[src/rtl/rv32i_types.sv]
// Shared types for the memory arbiter.
//   arb_state_t : arbiter FSM state (IDLE, SERVE_I, SERVE_D)
//   CNT_W       : width of the performance counters
package rv32i_types;

  typedef enum logic [1:0] {
    IDLE    = 2'd0,
    SERVE_I = 2'd1,
    SERVE_D = 2'd2
  } arb_state_t;

  localparam int CNT_W = 32;

endpackage

[src/rtl/perf_counter.sv]
// Free-running event counter, wraps modulo 2^32.
//   clk   : clock
//   rst_n : asynchronous active-low clear
//   inc   : add one on this rising edge
//   count : current value
module perf_counter (
  input  logic        clk,
  input  logic        rst_n,
  input  logic        inc,
  output logic [31:0] count
);

  always_ff @(posedge clk or negedge rst_n) begin
    if (!rst_n) begin
      count <= '0;
    end else if (inc) begin
      count <= count + 32'd1;
    end
  end

endmodule

[src/rtl/mem_arbiter.sv]
// Two-requester arbiter in front of a single physical-memory port.
//   clk, rst_n                : clock, asynchronous active-low reset
//   i_*                       : instruction-cache miss port (read only)
//   d_*                       : data-cache miss / writeback port
//   pmem_*                    : shared physical-memory port
//   cnt_i_grant/cnt_d_grant   : grants given to each side
//   cnt_conflict              : cycles in which the losing side was waiting
//   dbg_state                 : current FSM state
module mem_arbiter
  import rv32i_types::*;
#(
  parameter int LINE_W = 256,
  parameter int ADDR_W = 32
) (
  input  logic              clk,
  input  logic              rst_n,

  input  logic              i_read,
  input  logic [ADDR_W-1:0] i_address,
  output logic [LINE_W-1:0] i_rdata,
  output logic              i_resp,

  input  logic              d_read,
  input  logic              d_write,
  input  logic [ADDR_W-1:0] d_address,
  input  logic [LINE_W-1:0] d_wdata,
  output logic [LINE_W-1:0] d_rdata,
  output logic              d_resp,

  output logic              pmem_read,
  output logic              pmem_write,
  output logic [ADDR_W-1:0] pmem_address,
  output logic [LINE_W-1:0] pmem_wdata,
  input  logic [LINE_W-1:0] pmem_rdata,
  input  logic              pmem_resp,

  output logic [31:0]       cnt_i_grant,
  output logic [31:0]       cnt_d_grant,
  output logic [31:0]       cnt_conflict,
  output arb_state_t        dbg_state
);

  arb_state_t state, next_state;
  logic       last_d;     // 1 when D received the most recent grant
  logic       lat_read;   // command captured in the grant cycle
  logic       lat_write;
  logic       d_req;
  logic       grant_i, grant_d, conflict_inc;

  assign d_req     = d_read | d_write;
  assign dbg_state = state;

  // Next-state and grant decision.
  always_comb begin
    next_state   = state;
    grant_i      = 1'b0;
    grant_d      = 1'b0;
    conflict_inc = 1'b0;
    case (state)
      IDLE: begin
        if (i_read && d_req) begin
          conflict_inc = 1'b1;
          // The side not served last wins; last_d resets to 0 so D goes first.
          if (last_d) grant_i = 1'b1;
          else        grant_d = 1'b1;
        end else if (i_read) begin
          grant_i = 1'b1;
        end else if (d_req) begin
          grant_d = 1'b1;
        end
        if (grant_i)      next_state = SERVE_I;
        else if (grant_d) next_state = SERVE_D;
      end
      SERVE_I: begin
        conflict_inc = d_req;
        if (pmem_resp) next_state = IDLE;
      end
      SERVE_D: begin
        conflict_inc = i_read;
        if (pmem_resp) next_state = IDLE;
      end
      default: next_state = IDLE;
    endcase
  end

  always_ff @(posedge clk or negedge rst_n) begin
    if (!rst_n) begin
      state     <= IDLE;
      last_d    <= 1'b0;
      lat_read  <= 1'b0;
      lat_write <= 1'b0;
    end else begin
      state <= next_state;
      if (grant_i) begin
        last_d    <= 1'b0;
        lat_read  <= 1'b1;
        lat_write <= 1'b0;
      end else if (grant_d) begin
        // Write wins if the data side illegally asserts both commands.
        last_d    <= 1'b1;
        lat_read  <= d_read & ~d_write;
        lat_write <= d_write;
      end
    end
  end

  // Output routing. In IDLE everything toward memory and both resps are 0;
  // a pmem_resp arriving in IDLE (e.g. from a transaction cut off by reset)
  // is therefore dropped.
  always_comb begin
    pmem_read    = 1'b0;
    pmem_write   = 1'b0;
    pmem_address = '0;
    pmem_wdata   = '0;
    i_resp       = 1'b0;
    d_resp       = 1'b0;
    i_rdata      = pmem_rdata;
    d_rdata      = pmem_rdata;
    case (state)
      SERVE_I: begin
        // The I side only reads, so the latched command equals the live one
        // while the request is held and keeps the read alive if it drops.
        pmem_read    = lat_read;
        pmem_address = i_address;
        i_resp       = pmem_resp;
      end
      SERVE_D: begin
        if (d_req) begin
          pmem_write = d_write;
          pmem_read  = d_read & ~d_write;
        end else begin
          pmem_write = lat_write;
          pmem_read  = lat_read;
        end
        pmem_address = d_address;
        pmem_wdata   = d_wdata;
        d_resp       = pmem_resp;
      end
      default: ;
    endcase
  end

  perf_counter u_cnt_i (
    .clk   (clk),
    .rst_n (rst_n),
    .inc   (grant_i),
    .count (cnt_i_grant)
  );

  perf_counter u_cnt_d (
    .clk   (clk),
    .rst_n (rst_n),
    .inc   (grant_d),
    .count (cnt_d_grant)
  );

  perf_counter u_cnt_c (
    .clk   (clk),
    .rst_n (rst_n),
    .inc   (conflict_inc),
    .count (cnt_conflict)
  );

endmodule

[config.mk]
export PLATFORM = sky130hd
export DESIGN_NAME = mem_arbiter
export DESIGN_NICKNAME = d
export VERILOG_FILES = /design/src/rtl/rv32i_types.sv /design/src/rtl/perf_counter.sv /design/src/rtl/mem_arbiter.sv
export SDC_FILE = /design/constraint.sdc
export NUM_CORES = 1
export LEC_CHECK = 0
export ABC_AREA = 1
export BUFFER_PORTS_ARGS = -buffer_cell sky130_fd_sc_hd__buf_2
export CAP_MARGIN = 40
export CORE_AREA = 2 2 575 577
export CTS_BUF_LIST = sky130_fd_sc_hd__clkbuf_16
export DETAILED_ROUTE_END_ITERATION = 10
export DIE_AREA = 0 0 577 579
export PLACE_DENSITY = 0.3
export SKIP_CTS_REPAIR_TIMING = 1
export SLEW_MARGIN = 20
export SYNTH_ARGS = -nofsm -noshare
export SYNTH_HDL_FRONTEND = slang
export SYNTH_HIERARCHICAL = 1
export SYNTH_SLANG_ARGS = --single-unit
[constraint.sdc]
create_clock -name clk -period 2.1 [get_ports clk]
set_input_delay 0.105 -clock clk [delete_from_list [all_inputs] [get_ports clk]]
set_output_delay 0.105 -clock clk [all_outputs]
set_load 0.02 [all_outputs]
==> metrics.txt <==
count of unique library cells instantiated by Yosys=25; status=finished, violations left; Hold Path Sink=dbg_state[1]$_DFFE_PN0P_; root buf cell=clkbuf_16; Mapped Avg Cell Area=6.32 µm²; Core Region=329,000 µm²; fmax=428 MHz; Pins Over Slew Limit=0; Data arrival, critical path=2.23 ns; DRT iter0 DRCs=775; Die Wd=577 µm; Worst Tran Pin Value=0.537 ns; failing checks=setup timing; fin cells=6,607; cell count after synthesis=1,907; Vias/cell=2.05; Finished Core Util=0.0632; Reg-to-Reg Start=dbg_state[1]$_DFFE_PN0P_; buffer levels on the longest clock path=2; Setup crit end kind=primary output; WL/cell=35.3 µm; P_int=8.80 mW; vias in the first global route=13,200; Worst R2R Path Depth=12; IR Drop Worst-Case VDD=0.000358 V; RR Endpoint=u_cnt_c/count[26]$_DFFE_PN0P_; clock latency on the worst-skew pair=0.43 ns; initial antenna violation count=142; HP Start=i_read; Max-cap violations=0; clock sinks=101; GRT Total Usage=0.133; hold depth=4; Max-slew headroom=0.642; power per cell area=1000 nW/µm²; sequential power share=0.118; Reg clk slew, reported paths=0.12 ns; post-route setup TNS=-13.47 ns; dpl cells=6,531; layout cell share with drive strength beyond 1=0.476; CTS tree=done; most common cell after layout, fill and taps aside=buf_2; Final period util=1.11; vias post-DR=13,500; largest net degree at the start of global routing=40; yosys warns=6; most frequent cells in the layout=buf_2 (571), nand2_1 (508), inv_1 (270), nor2_1 (102), dfrtp_1 (100); Die ar.=334,000 µm²; Final nets=2,798; Final Hold Viols=0; drt drc=0; Worst Skew=0.0348 ns; GPL Wtd Cong=0.948; Post-Syn Area=12,000 µm²; Clock Power Share=0.098; unrepaired setup endpoints after global routing=true; area grow syn2layout=72.4%; Psw=12.0 mW; Setup Crit Path Kind=reg -> out; Post-Route WL=233 mm; Initial Utilization=0.0366; P_leak=10.0 nW; worst min path class=in -> reg; minimum clock period=2.34 ns; IO Count=1,484; TritonCTS buffer count=9; Final Cell Area=20,800 µm²; Post-DP Area=18,800 µm²; Startpoint Class=register; largest fanout on the critical path=17; r2r setup slk=0.03 ns; switching share of power=0.577; Seq/Total Area, Yosys=0.210; final setup margin=-0.236 ns; #FFs+latches synth=101; row cnt=211; Routed Antenna Nets=0; final-report setup violation count=210; HPWL after detailed placement=220 mm; Logic pwr share=0.784; grt ovf=0; DR pass1 iterations=7; port buffer count=715; WP data required=2.00 ns; Post-Syn Nets=2,496; Chip Height=579 µm; H-tree lvl count=3; first-pass GRT wire length=260 mm
-- worst max path at each step --
stage / start / endpoint / slack, ns / depth (start not counted)
final: dbg_state[1]$_DFFE_PN0P_ / pmem_wdata[16] / -0.24 / 7
after floorplan: dbg_state[0]$_DFFE_PN0P_ / u_cnt_c/count[29]$_DFFE_PN0P_ / 0.002 / 13
after CTS: dbg_state[0]$_DFFE_PN0P_ / pmem_address[16] / -0.70 / 8
after global placement: dbg_state[0]$_DFFE_PN0P_ / pmem_address[16] / -0.16 / 8
after global routing: dbg_state[1]$_DFFE_PN0P_ / pmem_address[1] / -0.33 / 8
after detailed placement: dbg_state[0]$_DFFE_PN0P_ / pmem_address[16] / -0.15 / 8
-- area by class of cell --
type / count / area [µm²]
clock inverters: 7 / 86.3
repair buffers: 842 / 6470
inverters: 339 / 1310
diodes: 27 / 67.6
fillers: 39100 / 308000
clock buffers: 9 / 225
well taps: 4366 / 5460
flip-flops and latches: 101 / 2530
multi-input cells: 916 / 4620
-- logic make-up (layout without fill, tap and decap cells) --
group,Yosys count,count (layout),share of synthesized area
simple gates,817,817,0.287
compound gates,41,41,0.0174
flops,101,101,0.210
fa+ha+maj,7,7,0.00727
xor+xnor,51,51,0.0371
other cells,0,27,0
buf+inv,890,1197,0.441
-- stage by stage --
stage / setup WS (ns) / hold WS (ns) / power [mW]
after floorplan: 0.00216 / -0.191 / 8.81
after global placement: -0.158 / 0.160 / 16.9
after detailed placement: -0.149 / 0.130 / 16.8
after CTS: -0.696 / -0.391 / 19.0
after global routing: -0.331 / 0.0149 / 22.1
final: -0.236 / 0.0241 / 20.8
-- critical path, cell delays in order, from the launching register on --
cell	delay, ns
dfrtp_1	0.42
buf_6	0.13
ha_4	0.20
buf_16	0.18
buf_4	0.18
nand2_1	0.34
inv_1	0.15
buf_12	0.16
-- power by group through the flow --
stage	registers [mW]	logic [mW]	clock network, mW
floorplan	2.62	6.20	0
global placement	2.50	14.4	0
detailed placement	2.50	14.3	0
CTS	2.47	14.4	2.23
global route	2.50	17.3	2.24
finish	2.45	16.3	2.04
-- registers in the layout, summed over array words and instances (netlist names) --
name           flops
u_cnt_c/count     32
u_cnt_i/count     32
u_cnt_d/count     32
lat_write          1
dbg_state          2
lat_read           1
last_d             1
-- metal layers --
metal	vias up	routed length, µm	track usage	part of all wire
met1	6019	65500	0.107	0.28
met3	378	50400	0.133	0.22
met5	-	317	0.000851	0.0014
met4	44	6460	0.0303	0.028
met2	1428	111000	0.226	0.47
li1	5667	-	-	-
-- synthesized netlist by cell type --
| library cell | number | share of area |
|---|---|---|
| nand2_1 | 568 | 0.18 |
| buf_4 | 513 | 0.32 |
| inv_1 | 335 | 0.10 |
| nor2_1 | 102 | 0.032 |
| dfrtp_1 | 101 | 0.21 |
| nand3_1 | 59 | 0.025 |
| a21oi_1 | 35 | 0.015 |
| buf_2 | 35 | 0.015 |
| xor2_1 | 33 | 0.024 |
| nor2_2 | 24 | 0.012 |
| nand3b_1 | 18 | 0.011 |
| xnor2_1 | 18 | 0.013 |
| nor2_4 | 12 | 0.011 |
| nand2_2 | 9 | 0.0047 |
| ha_1 | 7 | 0.0073 |
| nand3_2 | 7 | 0.0058 |
| and2_1 | 6 | 0.0031 |
| nand4_1 | 6 | 0.0031 |
| nor3_1 | 6 | 0.0025 |
| inv_2 | 4 | 0.0012 |
| clkbuf_1 | 3 | 0.00093 |
| o21ai_0 | 3 | 0.0012 |
| a31oi_1 | 1 | 0.00052 |
| o211ai_1 | 1 | 0.00062 |
| o21ai_1 | 1 | 0.00042 |
Note: power is estimated with default switching activity, not from simulation.
